File: src/rtl/pix_timing_pkg.sv
// Shared 800x600@60 timing constants, raster counter widths and the
// lock-qualification state encoding used by pix_timing_gen.
package pix_timing_pkg;

  // Default horizontal timing (pixel clocks).
  localparam int DEF_H_ACTIVE = 800;
  localparam int DEF_H_FP     = 40;
  localparam int DEF_H_SYNC   = 128;
  localparam int DEF_H_BP     = 88;
  localparam int DEF_H_TOTAL  = DEF_H_ACTIVE + DEF_H_FP + DEF_H_SYNC + DEF_H_BP;

  // Default vertical timing (lines).
  localparam int DEF_V_ACTIVE = 600;
  localparam int DEF_V_FP     = 1;
  localparam int DEF_V_SYNC   = 4;
  localparam int DEF_V_BP     = 23;
  localparam int DEF_V_TOTAL  = DEF_V_ACTIVE + DEF_V_FP + DEF_V_SYNC + DEF_V_BP;

  // Sync polarities and lock qualification time.
  localparam logic DEF_HS_POL    = 1'b1;
  localparam logic DEF_VS_POL    = 1'b1;
  localparam int   DEF_LOCK_WAIT = 1024;

  // Raster coordinate widths.
  localparam int X_W = 11;
  localparam int Y_W = 10;

  typedef enum logic [1:0] {
    IDLE = 2'd0,
    WAIT = 2'd1,
    RUN  = 2'd2
  } lock_state_e;

endpackage

File: src/rtl/pix_timing_gen_lock_qualifier.sv
// Synchronises the PLL lock, requires LOCK_WAIT clocks of continuous lock,
// and reports through run_next whether the raster runs in the current clock.
module lock_qualifier
  import pix_timing_pkg::*;
#(
  parameter int LOCK_WAIT = DEF_LOCK_WAIT
) (
  input  logic clk,
  input  logic rst_n,
  input  logic core_rst_n,
  input  logic pll_lock,
  output logic run_next
);

  localparam int              CNT_W    = (LOCK_WAIT > 1) ? $clog2(LOCK_WAIT) : 1;
  localparam logic [CNT_W-1:0] CNT_LAST = CNT_W'(LOCK_WAIT - 1);
  localparam logic [CNT_W-1:0] CNT_ONE  = CNT_W'(1);
  localparam logic [CNT_W-1:0] CNT_ZERO = {CNT_W{1'b0}};

  logic [1:0]       lock_sync_r;
  logic             lock_s;
  lock_state_e      state_r;
  lock_state_e      state_nxt_s;
  logic [CNT_W-1:0] wait_cnt_r;
  logic [CNT_W-1:0] wait_cnt_nxt_s;

  // Two-flop synchroniser for the asynchronous PLL lock.
  always_ff @(posedge clk or negedge rst_n) begin
    if (!rst_n) begin
      lock_sync_r <= 2'b00;
    end else begin
      lock_sync_r <= {lock_sync_r[0], pll_lock};
    end
  end

  assign lock_s = lock_sync_r[1];

  // State and wait-counter registers.
  always_ff @(posedge clk or negedge core_rst_n) begin
    if (!core_rst_n) begin
      state_r    <= IDLE;
      wait_cnt_r <= CNT_ZERO;
    end else begin
      state_r    <= state_nxt_s;
      wait_cnt_r <= wait_cnt_nxt_s;
    end
  end

  // Next-state logic; the IDLE clock that first sees lock counts as lock clock one,
  // and run_next rises in the clock that completes LOCK_WAIT clocks of lock.
  always_comb begin
    state_nxt_s    = state_r;
    wait_cnt_nxt_s = wait_cnt_r;
    run_next       = 1'b0;
    case (state_r)
      IDLE: begin
        wait_cnt_nxt_s = CNT_ZERO;
        if (lock_s) begin
          if (LOCK_WAIT <= 1) begin
            state_nxt_s = RUN;
            run_next    = 1'b1;
          end else begin
            state_nxt_s    = WAIT;
            wait_cnt_nxt_s = CNT_ONE;
          end
        end else begin
          state_nxt_s = IDLE;
        end
      end
      WAIT: begin
        if (!lock_s) begin
          state_nxt_s    = IDLE;
          wait_cnt_nxt_s = CNT_ZERO;
        end else if (wait_cnt_r == CNT_LAST) begin
          state_nxt_s    = RUN;
          wait_cnt_nxt_s = CNT_ZERO;
          run_next       = 1'b1;
        end else begin
          wait_cnt_nxt_s = wait_cnt_r + CNT_ONE;
        end
      end
      RUN: begin
        if (lock_s) begin
          run_next = 1'b1;
        end else begin
          state_nxt_s = IDLE;
        end
      end
      default: begin
        state_nxt_s    = IDLE;
        wait_cnt_nxt_s = CNT_ZERO;
      end
    endcase
  end

endmodule

File: src/rtl/pix_timing_gen.sv
// Video timing generator: raster counters plus registered hsync/vsync/de,
// coordinates and frame_start, all forced quiet while the PLL is not qualified.
module pix_timing_gen
  import pix_timing_pkg::*;
#(
  parameter int   H_ACTIVE  = DEF_H_ACTIVE,
  parameter int   H_FP      = DEF_H_FP,
  parameter int   H_SYNC    = DEF_H_SYNC,
  parameter int   H_BP      = DEF_H_BP,
  parameter int   V_ACTIVE  = DEF_V_ACTIVE,
  parameter int   V_FP      = DEF_V_FP,
  parameter int   V_SYNC    = DEF_V_SYNC,
  parameter int   V_BP      = DEF_V_BP,
  parameter logic HS_POL    = DEF_HS_POL,
  parameter logic VS_POL    = DEF_VS_POL,
  parameter int   LOCK_WAIT = DEF_LOCK_WAIT
) (
  input  logic           clk,
  input  logic           rst_n,
  input  logic           pll_lock,
  output logic           run,
  output logic           hsync,
  output logic           vsync,
  output logic           de,
  output logic [X_W-1:0] x,
  output logic [Y_W-1:0] y,
  output logic           frame_start
);

  localparam int H_TOTAL = H_ACTIVE + H_FP + H_SYNC + H_BP;
  localparam int V_TOTAL = V_ACTIVE + V_FP + V_SYNC + V_BP;

  localparam logic [X_W-1:0] H_ACT_END = X_W'(H_ACTIVE);
  localparam logic [X_W-1:0] HS_BEGIN  = X_W'(H_ACTIVE + H_FP);
  localparam logic [X_W-1:0] HS_END    = X_W'(H_ACTIVE + H_FP + H_SYNC);
  localparam logic [X_W-1:0] H_LAST    = X_W'(H_TOTAL - 1);
  localparam logic [Y_W-1:0] V_ACT_END = Y_W'(V_ACTIVE);
  localparam logic [Y_W-1:0] VS_BEGIN  = Y_W'(V_ACTIVE + V_FP);
  localparam logic [Y_W-1:0] VS_END    = Y_W'(V_ACTIVE + V_FP + V_SYNC);
  localparam logic [Y_W-1:0] V_LAST    = Y_W'(V_TOTAL - 1);

  // Counters must fit their coordinate ports.
  if (H_TOTAL >= (2 ** X_W) || V_TOTAL >= (2 ** Y_W) || LOCK_WAIT < 1) begin : g_param_err
    $error("pix_timing_gen: H_TOTAL/V_TOTAL exceed coordinate width or LOCK_WAIT < 1");
  end

  logic [1:0]     rst_sync_r;
  logic           core_rst_n;
  logic           run_next;
  logic [X_W-1:0] h_r;
  logic [Y_W-1:0] v_r;
  logic           h_act_s;
  logic           v_act_s;
  logic           hs_on_s;
  logic           vs_on_s;
  logic           origin_s;

  // Reset synchroniser: asserts immediately, releases two clocks after rst_n.
  always_ff @(posedge clk or negedge rst_n) begin
    if (!rst_n) begin
      rst_sync_r <= 2'b00;
    end else begin
      rst_sync_r <= {rst_sync_r[0], 1'b1};
    end
  end

  assign core_rst_n = rst_sync_r[1];

  lock_qualifier #(
    .LOCK_WAIT (LOCK_WAIT)
  ) u_lock_qualifier (
    .clk        (clk),
    .rst_n      (rst_n),
    .core_rst_n (core_rst_n),
    .pll_lock   (pll_lock),
    .run_next   (run_next)
  );

  // Raster counters; outside RUN they are parked at the frame origin.
  always_ff @(posedge clk or negedge core_rst_n) begin
    if (!core_rst_n) begin
      h_r <= {X_W{1'b0}};
      v_r <= {Y_W{1'b0}};
    end else if (run_next) begin
      if (h_r == H_LAST) begin
        h_r <= {X_W{1'b0}};
        if (v_r == V_LAST) begin
          v_r <= {Y_W{1'b0}};
        end else begin
          v_r <= v_r + Y_W'(1);
        end
      end else begin
        h_r <= h_r + X_W'(1);
      end
    end else begin
      h_r <= {X_W{1'b0}};
      v_r <= {Y_W{1'b0}};
    end
  end

  // Decode the current raster position into the windows the outputs follow.
  always_comb begin
    h_act_s  = (h_r < H_ACT_END);
    v_act_s  = (v_r < V_ACT_END);
    hs_on_s  = (h_r >= HS_BEGIN) && (h_r < HS_END);
    vs_on_s  = (v_r >= VS_BEGIN) && (v_r < VS_END);
    origin_s = (h_r == {X_W{1'b0}}) && (v_r == {Y_W{1'b0}});
  end

  // Output registers, one clock behind the counters and mutually aligned.
  always_ff @(posedge clk or negedge core_rst_n) begin
    if (!core_rst_n) begin
      run         <= 1'b0;
      de          <= 1'b0;
      hsync       <= ~HS_POL;
      vsync       <= ~VS_POL;
      x           <= {X_W{1'b0}};
      y           <= {Y_W{1'b0}};
      frame_start <= 1'b0;
    end else begin
      run         <= run_next;
      de          <= run_next & h_act_s & v_act_s;
      hsync       <= (run_next & hs_on_s) ? HS_POL : ~HS_POL;
      vsync       <= (run_next & vs_on_s) ? VS_POL : ~VS_POL;
      x           <= run_next ? h_r : {X_W{1'b0}};
      y           <= run_next ? v_r : {Y_W{1'b0}};
      frame_start <= run_next & origin_s;
    end
  end

endmodule

File: config.mk
export PLATFORM = sky130hd
export DESIGN_NAME = pix_timing_gen
export DESIGN_NICKNAME = d
export VERILOG_FILES = /design/src/rtl/pix_timing_pkg.sv /design/src/rtl/pix_timing_gen_lock_qualifier.sv /design/src/rtl/pix_timing_gen.sv
export SDC_FILE = /design/constraint.sdc
export NUM_CORES = 1
export LEC_CHECK = 0
export BUFFER_PORTS_ARGS = -buffer_cell sky130_fd_sc_hd__buf_4
export CAP_MARGIN = 25
export CORE_ASPECT_RATIO = 0.6
export CORE_MARGIN = 3
export CORE_UTILIZATION = 56
export DETAILED_ROUTE_END_ITERATION = 10
export HOLD_SLACK_MARGIN = 0.02
export PLACE_DENSITY = 0.74
export SETUP_SLACK_MARGIN = 0.15
export SKIP_CTS_REPAIR_TIMING = 1
export SLEW_MARGIN = 10
export SYNTH_ARGS = -nofsm -noshare
export SYNTH_HDL_FRONTEND = slang
export SYNTH_HIERARCHICAL = 1
export SYNTH_SLANG_ARGS = --single-unit
export TNS_END_PERCENT = 10
File: constraint.sdc
create_clock -name clk -period 3.55 [get_ports clk]
set_input_delay 0.355 -clock clk [delete_from_list [all_inputs] [get_ports clk]]
set_output_delay 0.355 -clock clk [all_outputs]
set_load 0.005 [all_outputs]
* Word level (Yosys, flattened, before mapping)
Cells that the tools add are included.
Cells by class: magnitude comparators 6, $add $sub $neg 3, reductions and logical operators 7, eq/ne operators 8, mux-type cells 22, bitwise logic cells 5
Operator list (count):
- $mux W10 | 6
- $mux W11 | 3
- $pmux W10 S3 | 1
- $lt A11 B10 Y1 const B | 2
- $add A10 B1 Y10 const B | 2
- $eq A10 B10 Y1 const B | 2
- $lt A10 B10 Y1 const B | 2
- $add A11 B1 Y11 const B | 1
- $eq A11 B11 Y1 const B | 1
- $ge A11 B10 Y1 const B | 1
- $logic_not A11 Y1 | 1
- $ge A10 B10 Y1 const B | 1
- $logic_not A10 Y1 | 1
- $mux W1 | 7
- $mux W2 | 3
- $pmux W2 S3 | 1
- $and A1 B1 Y1 | 5
- $logic_and A1 B1 Y1 | 3
- $ne A3 B3 Y1 const B | 1
- $eq A2 B1 Y1 const B | 1
- $eq A2 B2 Y1 const B | 1
- $logic_not A2 Y1 | 1
- $ne A2 B1 Y1 const B | 1
- $ne A2 B2 Y1 const B | 1
- 2 further kinds | 2
Storage, ports and cells: bits of input ports 3, bits in registers 63, word-level logic and storage cells 64, output and inout port bits 26

* Logic depth before layout (Yosys ltp)
depth in word-level cells 6, depth in mapped cells 9, gate-level depth less buffers 7

* Hierarchy
Netlist, hierarchy kept.
By module, submodules not included:
- pix_timing_gen | sequential area each 1226.2 um2, cells an instance 194, instances 1, area an instance 2095.8 um2
- lock_qualifier | sequential area each 350.3 um2, cells an instance 88, instances 1, area an instance 818.3 um2

* Least setup slack after synthesis
Ideal clock, no wire load.
path kind reg2reg, start point register u_lock_qualifier.wait_cnt_r[0], end point register v_r[5], data required time 3.469 ns, data arrival time 2.000 ns, stages on the path, launching flop included 10, library setup time 0.081 ns, slack 1.470 ns, cell sequence dfrtp_1 -> ha_1 -> and4_1 -> buf_6 -> a41oi_1 -> nor2_1 -> o31a_2 -> clkbuf_1 -> or3_1 -> a21oi_1
On the way: cells in the longest elaborated chain, start to end 5, elaborated cells on any way between the ends 6
RTL lines:
- start, declared | line pix_timing_gen_lock_qualifier.sv:24 | logic [CNT_W-1:0] wait_cnt_r;
- start signal, assigned | line pix_timing_gen_lock_qualifier.sv:45 | wait_cnt_r <= wait_cnt_nxt_s;
- $eq A10 B10 Y1 (*) | line pix_timing_gen_lock_qualifier.sv:74 | end else if (wait_cnt_r == CNT_LAST) begin
- $mux W1 (*) | line pix_timing_gen_lock_qualifier.sv:74
- $mux W1 (*) | line pix_timing_gen_lock_qualifier.sv:71 | if (!lock_s) begin
- $pmux W1 S2 (*) | line pix_timing_gen_lock_qualifier.sv:55 | case (state_r)
- named net run_next | line pix_timing_gen.sv:49 | logic run_next;
- $ne A2 B1 Y1 (no line) or $mux W10 (tied branches)
- end signal, assigned | line pix_timing_gen.sv:83 | v_r <= {Y_W{1'b0}};
- end signal, assigned | line pix_timing_gen.sv:88 | v_r <= {Y_W{1'b0}};
- end signal, assigned | line pix_timing_gen.sv:90 | v_r <= v_r + Y_W'(1);
- end, declared | line pix_timing_gen.sv:51 | logic [Y_W-1:0] v_r;
Mark *: on every way through the listed nets, which the timed path passes. The rest lies on a longest branch. A chain may end at the register's enable or synchronous reset.

* Final worst setup path
start point register u_lock_qualifier.wait_cnt_r[0], end point register v_r[9]
The elaborated chain is that of the path after synthesis.

==> impl_metrics.csv <==
group,metric,value,unit
status,status,"finished, final reports clean",
global_routing,grt-ovfl-total,0,
power,p_int,1.12,mW
cts,htree_num_levels,3,
power,cellPowerDensity,418,nW/µm²
logic_synthesis,synth_edf_count,0,
cts,clockBufferDepth,2,
floorplanning,die_x,99.1,µm
logic_synthesis,ys.flop_type,"dfrtp_1",
critical_path,r2r_slack,0.85,ns
power,power_frac_seq,51.6,%
sta,slew_violations,0,
logic_synthesis,synth_most_common_cell,"dfrtp_1",
layout,drive_above_1_share,17.5,%
critical_path,crit_fanout,13,
logic_synthesis,yosysUniqueCellTypes,44,
critical_path,cpMaxStageDelayCell,"nor2_1",
floorplanning,rows,19,
critical_path,cp.required,3.79,ns
sta,worst_pin_slew,0.704,ns
global_routing,grt_pass1_wl,9.97,mm
routing,dr.first_iter.drc_count,172,
critical_path,worst-path-buf-inv,1,
sta,fin_skew,0.00768,ns
sta,setup_tns,0,ns
place,place_hpwl,4.20,mm
layout,num-nets-final,327,
logic_synthesis,syn_inst,282,
place,placed_cells,365,
power,p_switching,0.297,mW
routing,drt_wl_total,6.10,mm
routing,wl_per_cell,15.9,µm
layout,diodes,0,
sta,period_share,76.1,%
routing,final_antenna_net_count,0,
cts,root_buffer,"clkbuf_8",
layout,fin_cells,383,
logic_synthesis,synth_nets,294,
logic_synthesis,netlist_area,2910,µm²
power,peakVddDrop,0.000310,V
logic_synthesis,async_flop_share,100,%
logic_synthesis,netlist_top_cells_count,"63 x dfrtp_1, 24 x and2_1, 23 x nand2_1",
power,p_leak,1.55,nW
critical_path,crit_chain,"ha_1 -> and4_1 -> a41oi_1 -> nor2_1 -> buf_4 -> or4b_1 -> o21ai_0",
sta,fmax,370,MHz
cts,cts_made_buffers,9,
floorplanning,initial_core_util,61.0,%
power,p_comb_share,3.4,%
routing,drc,0,
logic_synthesis,synthTopCellsByArea,"dfrtp_1 54%, and2_1 5.2%, ha_1 3.9%",
power,netSwitchingFraction,20.9,%
critical_path,worstSetupStartpoint,"u_lock_qualifier/wait_cnt_r[0]",
global_routing,grt_antenna_before_repair,0,
critical_path,timing.rr.start,"u_lock_qualifier/wait_cnt_r[0]",
logic_synthesis,synth_top_area_share,54.1,%
floorplanning,chipHeight,61.9,µm
sta,hold_ws,0.0941,ns
place,io_buffers,28,
cts,clock_sinks,63,
floorplanning,ios,29,
floorplanning,dieArea,6130,µm²
critical_path,path_class,"reg2reg",
routing,viasPerCell,5.69,
critical_path,endpoint_kind,"register",
routing,dr_total_vias,2179,
logic_synthesis,avgSynthCellArea,10.3,µm²
sta,slew_headroom,52.6,%
cts,worstSkewPairLatency,0.33,ns
global_routing,grt_start_max_net_pins,45,
critical_path,critPathTopFamily,"simple AND/OR/NAND/NOR gates",
floorplanning,core,4780,µm²
sta,finalCriticalPeriod,2.70,ns
global_routing,grt_pass1_vias,1904,
sta,setup_violations,0,
sta,hold_viol_final,0,
cts,cts_tree,"yes",
routing,dr.pass1.iters,4,
sta,rsz0062_at_grt,"false",
logic_synthesis,ys_warn_count,6,
cts,clk_pin_slew_worst_paths,0.07,ns
layout,syn2layout_area_growth,16.5,%
place,gp_congestion,0.936,
layout,fillers,344,
logic_synthesis,seq_area_frac_synth,54.1,%
worst_hold_path,holdCritPathClass,"reg2async",
logic_synthesis,synth-seq-cells,63,
power,totalPowerFinal,1.42,mW
logic_synthesis,synth_area_leader_cell,"dfrtp_1",
critical_path,cp.arrival,2.94,ns
flow_run,drv_cap,0,
critical_path,start_kind,"register",
power,p_clk_share,44.9,%
critical_path,critPathMaxStageDelay,0.54,ns
global_routing,grt_use_total,21.4,%
## cells in the final DEF, fill, tap and decap left out, types with 2 or more instances in the layout
master     n
a21oi_1   11
nand3_1   15
nor3_1     6
a41oi_1    2
xnor2_1    7
ha_1       9
nor4_1     3
dfrtp_1   62
clkinv_2   2
nand4b_1   2
buf_4     31
nand4_1    7
mux2i_1    3
a21boi_0   3
and4_1     4
and2_1    24
o21ai_0   20
o31ai_1    2
nand2_1   23
nor4bb_1   2
nor2_1    22
and2_2     3
or3_1      9
inv_1     10
clkbuf_8  12
xor2_1     3
or4b_1     2
## worst paths after layout
path	endpoint	cells past startpoint
max in group asynchronous	v_r[1]	2
max	v_r[9]	7
max reg2reg	v_r[9]	7
min	u_lock_qualifier/state_r[0]	0
min in group clk	u_lock_qualifier/lock_sync_r[0]	1
min reg2reg	u_lock_qualifier/state_r[0]	0
## cell type report
type | instances | area (µm²) | share of cell area [%]
flip-flops and latches | 63 | 1580 | 46.5
inverters | 10 | 37.5 | 1.11
well taps | 63 | 78.8 | 2.32
multi-input cells | 198 | 1230 | 36.2
clock inverters | 3 | 40.0 | 1.18
repair buffers | 33 | 263 | 7.74
clock buffers | 13 | 169 | 4.97
## worst register-to-register path, stage by stage, from the launching register on
cell     delay, ns
dfrtp_1       0.42
ha_1          0.25
and4_1        0.40
a41oi_1       0.16
nor2_1        0.54
buf_4         0.28
or4b_1        0.45
o21ai_0       0.10
## metal layers
| layer | vias to the layer above | wire, µm | GRT usage, % |
|---|---|---|---|
| li1 | 1047 | - | - |
| met1 | 1023 | 3140 | 34.9 |
| met2 | 102 | 2360 | 26.2 |
| met3 | 7 | 525 | 6.47 |
| met4 | 0 | 66 | 6.42 |
| met5 | - | 0 | 0 |
## power by group through the flow
stage / logic [mW] / clock network [mW] / registers, mW
floorplan: 0.0242 / 0 / 0.752
global placement: 0.0363 / 0 / 0.754
detailed placement: 0.0374 / 0 / 0.754
CTS: 0.0373 / 0.655 / 0.741
global route: 0.0562 / 0.687 / 0.733
finish: 0.0486 / 0.638 / 0.733
## flip-flops by register name, indices dropped and copies added (netlist names)
register	count
frame_start	1
u_lock_qualifier/lock_sync_r	2
u_lock_qualifier/state_r	2
u_lock_qualifier/wait_cnt_r	10
de	1
run	1
hsync	1
rst_sync_r	2
y	10
x	11
v_r	10
vsync	1
h_r	11
## through the flow
stage / area (µm²) / util (%) / worst slack, ns
after global placement: 3160 / 66.1 / 1.14
after floorplan: 2910 / - / 1.47
after global routing: 3400 / 71.1 / 0.642
after CTS: 3370 / 70.4 / 0.926
after detailed placement: 3160 / 66.1 / 0.930
final: 3400 / 71.1 / 0.850
## cell families (layout without fill, tap and decap cells)
logic type	Yosys count	in the layout	share of synthesized area [%]
flip-flops	63	63	54.1
multiplexers	3	3	1.03
AND/OR/NAND/NOR	128	128	24.1
buffers and inverters	21	59	3.69
adder cells (fa/ha/maj)	9	9	3.86
AO/OA/AOI/OAI	47	47	10.1
other	1	1	0.129
XOR/XNOR	10	10	3.01
(Power assumes the default switching activity.)
